<file path="config.mk">
export PLATFORM = sky130hd
export DESIGN_NAME = lcd_reader_flat
export DESIGN_NICKNAME = d
export VERILOG_FILES = /design/src/rtl/lcd_reader_if.sv /design/src/rtl/lcd_reader.sv /design/src/flat_wrapper.sv
export SDC_FILE = /design/constraint.sdc
export NUM_CORES = 1
export LEC_CHECK = 0
export BUFFER_PORTS_ARGS = -buffer_cell sky130_fd_sc_hd__buf_2
export CAP_MARGIN = 30
export CORE_UTILIZATION = 37
export CTS_BUF_LIST = sky130_fd_sc_hd__clkbuf_2
export CTS_CLUSTER_DIAMETER = 120
export DETAILED_ROUTE_END_ITERATION = 6
export HOLD_SLACK_MARGIN = 0.05
export PLACE_DENSITY = 0.78
export SLEW_MARGIN = 20
export SYNTH_ARGS = -nofsm -noshare
export SYNTH_HDL_FRONTEND = slang
export SYNTH_SLANG_ARGS = --single-unit
export TNS_END_PERCENT = 30
</file>
<file path="constraint.sdc">
create_clock -name clk -period 2.72 [get_ports clk]
set_clock_uncertainty 0.2 [all_clocks]
set_input_delay 0.272 -clock clk [delete_from_list [all_inputs] [get_ports clk]]
set_output_delay 0.272 -clock clk [all_outputs]
set_load 0.02 [all_outputs]
</file>
<file path="src/rtl/lcd_reader_if.sv">
// ---------------------------------------------------------------------------
// lcd_reader_if
// Bundles the custom-instruction handshake and the HD44780 read-side pins
// used by lcd_reader.
//   clk_en, start, dataa, datab  : custom-instruction controls from the CPU
//   result, done                 : custom-instruction result and completion pulse
//   lcd_data_in                  : LCD data pins, input side
//   lcd_rs, lcd_rw, lcd_enable   : LCD bus-cycle controls
//   lcd_own                      : pin-ownership request towards the top-level mux
// Modports: master = CPU/top-level side, slave = lcd_reader side.
// ---------------------------------------------------------------------------
interface lcd_reader_if;
    logic        clk_en;
    logic        start;
    logic [31:0] dataa;
    logic [31:0] datab;
    logic [31:0] result;
    logic        done;
    logic [7:0]  lcd_data_in;
    logic        lcd_rs;
    logic        lcd_rw;
    logic        lcd_enable;
    logic        lcd_own;

    modport master (
        output clk_en, start, dataa, datab, lcd_data_in,
        input  result, done, lcd_rs, lcd_rw, lcd_enable, lcd_own
    );

    modport slave (
        input  clk_en, start, dataa, datab, lcd_data_in,
        output result, done, lcd_rs, lcd_rw, lcd_enable, lcd_own
    );
endinterface

</file>
<file path="src/rtl/lcd_reader.sv">
// ---------------------------------------------------------------------------
// lcd_reader
// Multi-cycle custom instruction performing an HD44780 read bus cycle (RW=1).
// RS=0 returns busy flag + address counter, RS=1 returns a DDRAM/CGRAM byte.
// Optional busy polling is compiled in with the macro LCD_READER_POLL_EN.
//
// Ports:
//   clk    : system clock
//   reset  : synchronous, active-high
//   bus    : lcd_reader_if.slave (custom-instruction handshake + LCD pins)
//
// result layout: [7:0] captured byte, [8] busy-poll timeout, [31:9] zero.
// All outputs are registered; everything except reset freezes while clk_en=0.
// ---------------------------------------------------------------------------
module lcd_reader #(
    parameter int unsigned T_AS      = 3,
    parameter int unsigned T_PW      = 25,
    parameter int unsigned T_H       = 2,
    parameter int unsigned T_REC     = 10,
    parameter int unsigned MAX_POLLS = 4096
) (
    input  logic        clk,
    input  logic        reset,
    lcd_reader_if.slave bus
);

    function automatic int unsigned max2(input int unsigned a, input int unsigned b);
        max2 = (a > b) ? a : b;
    endfunction

    // One shared down-counter covers every timed state.
    localparam int unsigned CNT_MAX = max2(max2(T_AS, T_PW), max2(T_H, T_REC));
    localparam int unsigned CNT_W   = (CNT_MAX < 32'd2) ? 32'd1 : $clog2(CNT_MAX + 32'd1);

    localparam logic [CNT_W-1:0] CNT_ZERO = {CNT_W{1'b0}};
    localparam logic [CNT_W-1:0] CNT_ONE  = CNT_W'(1'b1);
    localparam logic [CNT_W-1:0] LOAD_AS  = CNT_W'(T_AS - 32'd1);
    localparam logic [CNT_W-1:0] LOAD_PW  = CNT_W'(T_PW - 32'd1);
    localparam logic [CNT_W-1:0] LOAD_H   = CNT_W'(T_H - 32'd1);

    typedef enum logic [2:0] {
        IDLE,
        SETUP,
        PULSE,
        HOLD,
`ifdef LCD_READER_POLL_EN
        REC,
`endif
        DONE
    } state_t;

    state_t           state_r, state_nxt;
    logic [CNT_W-1:0] cnt_r, cnt_nxt;
    logic             rs_r, rs_nxt;
    logic             rw_r, rw_nxt;
    logic             en_r, en_nxt;
    logic             own_r, own_nxt;
    logic             done_r, done_nxt;
    logic [7:0]       byte_r, byte_nxt;
    logic             tmo_r, tmo_nxt;
    logic             unused_s;

`ifdef LCD_READER_POLL_EN
    localparam int unsigned        ATT_W    = (MAX_POLLS < 32'd2) ? 32'd1 : $clog2(MAX_POLLS + 32'd1);
    localparam logic [CNT_W-1:0]   LOAD_REC = CNT_W'(T_REC - 32'd1);

    logic             poll_r, poll_nxt;
    logic [ATT_W-1:0] att_r, att_nxt;
    logic             retry_s;

    // Another attempt is allowed only while the attempt budget is not spent.
    assign retry_s = poll_r && byte_r[7] &&
                     ((32'(att_r) + 32'd1) < MAX_POLLS);

    assign unused_s = ^{bus.dataa[31:1], bus.datab[31:1]};
`else
    assign unused_s = ^{bus.dataa[31:1], bus.datab};
`endif

    // Next-state and next-output logic of the read FSM.
    always_comb begin
        state_nxt = state_r;
        cnt_nxt   = cnt_r;
        rs_nxt    = rs_r;
        rw_nxt    = rw_r;
        en_nxt    = en_r;
        own_nxt   = own_r;
        done_nxt  = 1'b0;
        byte_nxt  = byte_r;
        tmo_nxt   = tmo_r;
`ifdef LCD_READER_POLL_EN
        poll_nxt  = poll_r;
        att_nxt   = att_r;
`endif
        case (state_r)
            IDLE: begin
                if (bus.start) begin
                    rs_nxt    = bus.dataa[0];
                    rw_nxt    = 1'b1;
                    own_nxt   = 1'b1;
                    tmo_nxt   = 1'b0;
                    cnt_nxt   = LOAD_AS;
                    state_nxt = SETUP;
`ifdef LCD_READER_POLL_EN
                    // Polling only makes sense on the busy-flag register.
                    poll_nxt  = bus.datab[0] & ~bus.dataa[0];
                    att_nxt   = {ATT_W{1'b0}};
`endif
                end else begin
                    state_nxt = IDLE;
                end
            end
            SETUP: begin
                if (cnt_r == CNT_ZERO) begin
                    en_nxt    = 1'b1;
                    cnt_nxt   = LOAD_PW;
                    state_nxt = PULSE;
                end else begin
                    cnt_nxt   = cnt_r - CNT_ONE;
                end
            end
            PULSE: begin
                // Data is captured on the same edge that drops E.
                if (cnt_r == CNT_ZERO) begin
                    en_nxt    = 1'b0;
                    byte_nxt  = bus.lcd_data_in;
                    cnt_nxt   = LOAD_H;
                    state_nxt = HOLD;
                end else begin
                    cnt_nxt   = cnt_r - CNT_ONE;
                end
            end
            HOLD: begin
                if (cnt_r == CNT_ZERO) begin
                    rw_nxt = 1'b0;
`ifdef LCD_READER_POLL_EN
                    if (retry_s) begin
                        att_nxt   = att_r + ATT_W'(1'b1);
                        cnt_nxt   = LOAD_REC;
                        state_nxt = REC;
                    end else begin
                        tmo_nxt   = poll_r & byte_r[7];
                        rs_nxt    = 1'b0;
                        own_nxt   = 1'b0;
                        done_nxt  = 1'b1;
                        state_nxt = DONE;
                    end
`else
                    rs_nxt    = 1'b0;
                    own_nxt   = 1'b0;
                    done_nxt  = 1'b1;
                    state_nxt = DONE;
`endif
                end else begin
                    cnt_nxt = cnt_r - CNT_ONE;
                end
            end
`ifdef LCD_READER_POLL_EN
            REC: begin
                if (cnt_r == CNT_ZERO) begin
                    rw_nxt    = 1'b1;
                    cnt_nxt   = LOAD_AS;
                    state_nxt = SETUP;
                end else begin
                    cnt_nxt   = cnt_r - CNT_ONE;
                end
            end
`endif
            DONE: begin
                state_nxt = IDLE;
            end
            default: begin
                rs_nxt    = 1'b0;
                rw_nxt    = 1'b0;
                en_nxt    = 1'b0;
                own_nxt   = 1'b0;
                cnt_nxt   = CNT_ZERO;
                state_nxt = IDLE;
            end
        endcase
    end

    // State and output registers; reset overrides the clock enable.
    always_ff @(posedge clk) begin
        if (reset) begin
            state_r <= IDLE;
            cnt_r   <= CNT_ZERO;
            rs_r    <= 1'b0;
            rw_r    <= 1'b0;
            en_r    <= 1'b0;
            own_r   <= 1'b0;
            done_r  <= 1'b0;
            byte_r  <= 8'h00;
            tmo_r   <= 1'b0;
`ifdef LCD_READER_POLL_EN
            poll_r  <= 1'b0;
            att_r   <= {ATT_W{1'b0}};
`endif
        end else if (bus.clk_en) begin
            state_r <= state_nxt;
            cnt_r   <= cnt_nxt;
            rs_r    <= rs_nxt;
            rw_r    <= rw_nxt;
            en_r    <= en_nxt;
            own_r   <= own_nxt;
            done_r  <= done_nxt;
            byte_r  <= byte_nxt;
            tmo_r   <= tmo_nxt;
`ifdef LCD_READER_POLL_EN
            poll_r  <= poll_nxt;
            att_r   <= att_nxt;
`endif
        end else begin
            state_r <= state_r;
        end
    end

    assign bus.result     = {23'd0, tmo_r, byte_r};
    assign bus.done       = done_r;
    assign bus.lcd_rs     = rs_r;
    assign bus.lcd_rw     = rw_r;
    assign bus.lcd_enable = en_r;
    assign bus.lcd_own    = own_r;

endmodule

</file>
<file path="src/flat_wrapper.sv">
// flat-port wrapper written by rule: the top's interface ports become plain ports
module lcd_reader_flat 
#(
    parameter int unsigned T_AS      = 3,
    parameter int unsigned T_PW      = 25,
    parameter int unsigned T_H       = 2,
    parameter int unsigned T_REC     = 10,
    parameter int unsigned MAX_POLLS = 4096
)
  (clk, reset, bus_clk_en, bus_start, bus_dataa, bus_datab, bus_lcd_data_in, bus_result, bus_done, bus_lcd_rs, bus_lcd_rw, bus_lcd_enable, bus_lcd_own);
  lcd_reader_if bus_i ();
  input  logic clk;
  input  logic reset;
  input wire logic [$bits(bus_i.clk_en)-1:0] bus_clk_en;
  input wire logic [$bits(bus_i.start)-1:0] bus_start;
  input wire logic [$bits(bus_i.dataa)-1:0] bus_dataa;
  input wire logic [$bits(bus_i.datab)-1:0] bus_datab;
  input wire logic [$bits(bus_i.lcd_data_in)-1:0] bus_lcd_data_in;
  output wire logic [$bits(bus_i.result)-1:0] bus_result;
  output wire logic [$bits(bus_i.done)-1:0] bus_done;
  output wire logic [$bits(bus_i.lcd_rs)-1:0] bus_lcd_rs;
  output wire logic [$bits(bus_i.lcd_rw)-1:0] bus_lcd_rw;
  output wire logic [$bits(bus_i.lcd_enable)-1:0] bus_lcd_enable;
  output wire logic [$bits(bus_i.lcd_own)-1:0] bus_lcd_own;
  assign bus_i.clk_en = bus_clk_en;
  assign bus_i.start = bus_start;
  assign bus_i.dataa = bus_dataa;
  assign bus_i.datab = bus_datab;
  assign bus_i.lcd_data_in = bus_lcd_data_in;
  assign bus_result = bus_i.result;
  assign bus_done = bus_i.done;
  assign bus_lcd_rs = bus_i.lcd_rs;
  assign bus_lcd_rw = bus_i.lcd_rw;
  assign bus_lcd_enable = bus_i.lcd_enable;
  assign bus_lcd_own = bus_i.lcd_own;
  lcd_reader #(.T_AS(T_AS), .T_PW(T_PW), .T_H(T_H), .T_REC(T_REC), .MAX_POLLS(MAX_POLLS)) u_core (.clk(clk), .reset(reset), .bus(bus_i));
endmodule
</file>
==> results by group <==
Outcome
  – Status: complete, no violations

Clock network
  – Worst-path clk slew: 200 ps
  – TritonCTS clock tree: yes
  – Sink Count: 20
  – Clock buffer depth: 2
  – CTS root buf: clkbuf_2
  – H-Tree Level Count: 1
  – Worst-skew pair later-pin latency: 330 ps
  – CTS buffer count: 3
  – Post-CTS Setup Bufs: 0

Layout
  – # diodes: 0
  – Multi-input logic area: 627 µm²
  – Area growth from synthesis to layout: 17.3%
  – Finished Cell Area: 1380 µm²
  – Nets: 248
  – Register Area: 400 µm²
  – Filler cell count: 293
  – Fraction of layout cells with a size suffix above 1: 0.206

Floorplanning
  – Starting Density: 0.389
  – Die area: 3420 µm²
  – Core area: 3030 µm²
  – Die Height: 58.4 µm
  – I/O pin count: 113
  – Die width: 58.4 µm
  – Rows: 20

Timing
  – Fin. Hold Viols: 0
  – # setup viols final: 0
  – Slew Limit Fails: 0
  – Period utilisation layout: 0.810
  – Fmax: 454 MHz
  – Worst-Margin Slew: 611 ps
  – Unrepaired setup endpoints after global routing: false
  – Tmin final: 2200 ps
  – PnR worst setup slack: 517 ps
  – Slew HR: 0.592
  – Setup TNS Final: 0 ps

Pwr
  – Cell Int Power: 510 µW
  – Sw frac: 0.315
  – Sequential power share: 0.441
  – P per Cell Area: 539 nW/µm²
  – Final total power: 745 µW
  – Clock Power Share: 0.301
  – Switching power: 235 µW
  – Peak VDD IR: 0.353 mV
  – Logic pwr share: 0.258
  – Leakage: 0.654 nW

Critical path
  – WS Path Type: register to register
  – Cells on worst reg2reg path: 5
  – Crit path launch type: register
  – Launch point of the worst reg-to-reg path: u_core.cnt_r[0]
  – CP max stage delay: 580 ps
  – Reg-to-reg slack, setup: 520 ps
  – CP Max Fanout: 5
  – R2r endpoint: u_core.cnt_r[4]
  – Crit path arrival time: 2270 ps
  – CP required: 2790 ps
  – Slowest cell on crit path: or4b_1
  – Worst-path cell chain: inv_1 > ha_1 > or4b_1 > or4_4 > a21oi_1
  – CP endpoint kind: register

Routing
  – Pre-antenna DRT Iters: 5
  – Via count: 999
  – Vias/cell: 4.67
  – Final WL: 2.28 mm
  – WL/cell: 10.7 µm
  – DRC Markers: 0
  – Routed Antenna Nets: 0
  – Iter 0 DRT Violations: 29

Global routing
  – GRT overflow: 0
  – First-pass GRT wire length: 3.39 mm
  – Initial antenna violation count: 0
  – Total GRT Usage: 0.129
  – Largest net degree at the start of global routing: 21
  – Vias in the first global route: 766

Synth
  – Asr flop ratio synth: 0
  – Primary FF master, synth: dfxtp_1
  – Distinct cell type count after synthesis: 38
  – Synthesized cell area: 1180 µm²
  – Largest cells by area after synthesis: dfxtp_1, buf_4, mux2i_1, a21oi_1, nor2_1
  – Post-synthesis sequential area ratio: 0.340
  – Top-count cell post-synth: buf_4
  – Share of Yosys cell area claimed by the top area cell type: 0.340
  – Yosys warns: 0
  – Post-Syn Area per Cell: 8.48 µm²
  – Flops & latches, synth: 20
  – EDFF count, synth: 0
  – Post-synth top cells: buf_4, dfxtp_1, nor2_1
  – Area leader, netlist: dfxtp_1
  – Mapped Cells: 139

Placed design
  – DPL Wire Length: 1.51 mm
  – DP Area: 1240 µm²
  – Setup WS pre-CTS: 595 ps
  – Gp weighted congestion: 0.801
  – Port Buffers: 25

Worst hold path
  – Hold Path End: u_core.byte_r[1]
  – Worst Hold Launch: reset
  – HP Class: input pin to register
  – Worst Hold Path Cells: 2

Run
  – Max-Cap Viols: 0
-- cells by family after synthesis --
group,Yosys count,synth area share
AND/OR/NAND/NOR,41,0.201
buffers and inverters,38,0.202
AO/OA/AOI/OAI,26,0.143
flip-flops,20,0.340
multiplexers,10,0.0849
adder cells (fa/ha/maj),2,0.0191
other,1,0.00318
XOR/XNOR,1,0.00743
-- through the flow --
stage / hold slack [ps] / utilization / std cells
floorplan: 182 / - / 162
global placement: 250 / 0.409 / 200
detailed placement: 249 / 0.409 / 200
CTS: 110 / 0.457 / 214
global route: 124 / 0.457 / 214
finish: 120 / 0.457 / 214
-- worst max-delay path by stage --
stage,cells after the start,slack [ps],startpoint,to
2_1_floorplan,6,740,u_core.cnt_r[0],u_core.cnt_r[4]
3_3_place_gp,5,600,u_core.cnt_r[0],u_core.cnt_r[4]
3_5_place_dp,5,600,u_core.cnt_r[0],u_core.cnt_r[4]
4_1_cts,5,550,u_core.cnt_r[0],u_core.cnt_r[4]
5_1_grt,6,390,u_core.cnt_r[0],u_core.cnt_r[4]
6_report,5,520,u_core.cnt_r[0],u_core.cnt_r[4]
-- per-layer routing --
| layer | share of wire | GRT usage | wire length (µm) | up-vias |
|---|---|---|---|---|
| met5 | 0 | 0 | 0 | - |
| met3 | 0.050 | 0.0154 | 113 | 4 |
| li1 | - | - | - | 493 |
| met2 | 0.47 | 0.223 | 1070 | 40 |
| met4 | 0.011 | 0.0612 | 25 | 0 |
| met1 | 0.47 | 0.161 | 1070 | 462 |
-- final cells by class --
| type | count | share of cell area |
|---|---|---|
| Inverter | 6 | 0.0163 |
| Multi-Input combinational cell | 104 | 0.453 |
| Sequential cell | 20 | 0.290 |
| Timing Repair Buffer | 36 | 0.168 |
| Tap cell | 44 | 0.0398 |
| Clock buffer | 3 | 0.0109 |
| Clock inverter | 1 | 0.0217 |
-- placed cells by master (no fill, tap or decap), drive strengths merged, types with 2 or more instances in the layout --
cell | netlist | layout
conb | 1 | 24
nor2b | 2 | 2
nand3 | 3 | 3
dlygate4sd3 | 0 | 10
buf | 27 | 26
o21ai | 5 | 5
a22oi | 2 | 2
inv | 6 | 6
dfxtp | 20 | 20
nor2 | 12 | 12
a21oi | 10 | 10
mux2i | 10 | 10
o211ai | 2 | 2
a311oi | 2 | 2
nand4 | 2 | 2
nor3 | 3 | 3
nand2 | 9 | 9
clkbuf | 5 | 3
-- power groups by stage --
| stage | Clock [mW] | Combinational [mW] | Sequential [mW] |
|---|---|---|---|
| 4_1_cts | 0.228 | 0.191 | 0.328 |
| 5_1_grt | 0.235 | 0.211 | 0.331 |
| 3_3_place_gp | 0 | 0.179 | 0.334 |
| 6_report | 0.224 | 0.192 | 0.328 |
| 3_5_place_dp | 0 | 0.179 | 0.335 |
| 2_1_floorplan | 0 | 0.169 | 0.333 |
-- worst max-delay path: cells and delay by family (launching register included) --
kind	cells	cell delay (ps)
and+or+nand+nor	2	1110
DFF	1	380
adders and majority gates	1	200
AOI/OAI and AO/OA	1	180
buffers and inverters	1	60
-- repair_timing --
action | in CTS | in global routing
hold buffers | 10 | 0
resized for setup | 0 | 0
hold endpoints to repair | 10 | 0
-- flip-flops by register name, indices dropped and copies added, names as in the netlist --
name,flops
u_core.bus.done,1
u_core.cnt_r,5
u_core.byte_r,8
u_core.bus.lcd_rs,1
u_core.bus.lcd_rw,1
u_core.state_r,3
u_core.bus.lcd_enable,1
Power figures use the tool's default switching activity.
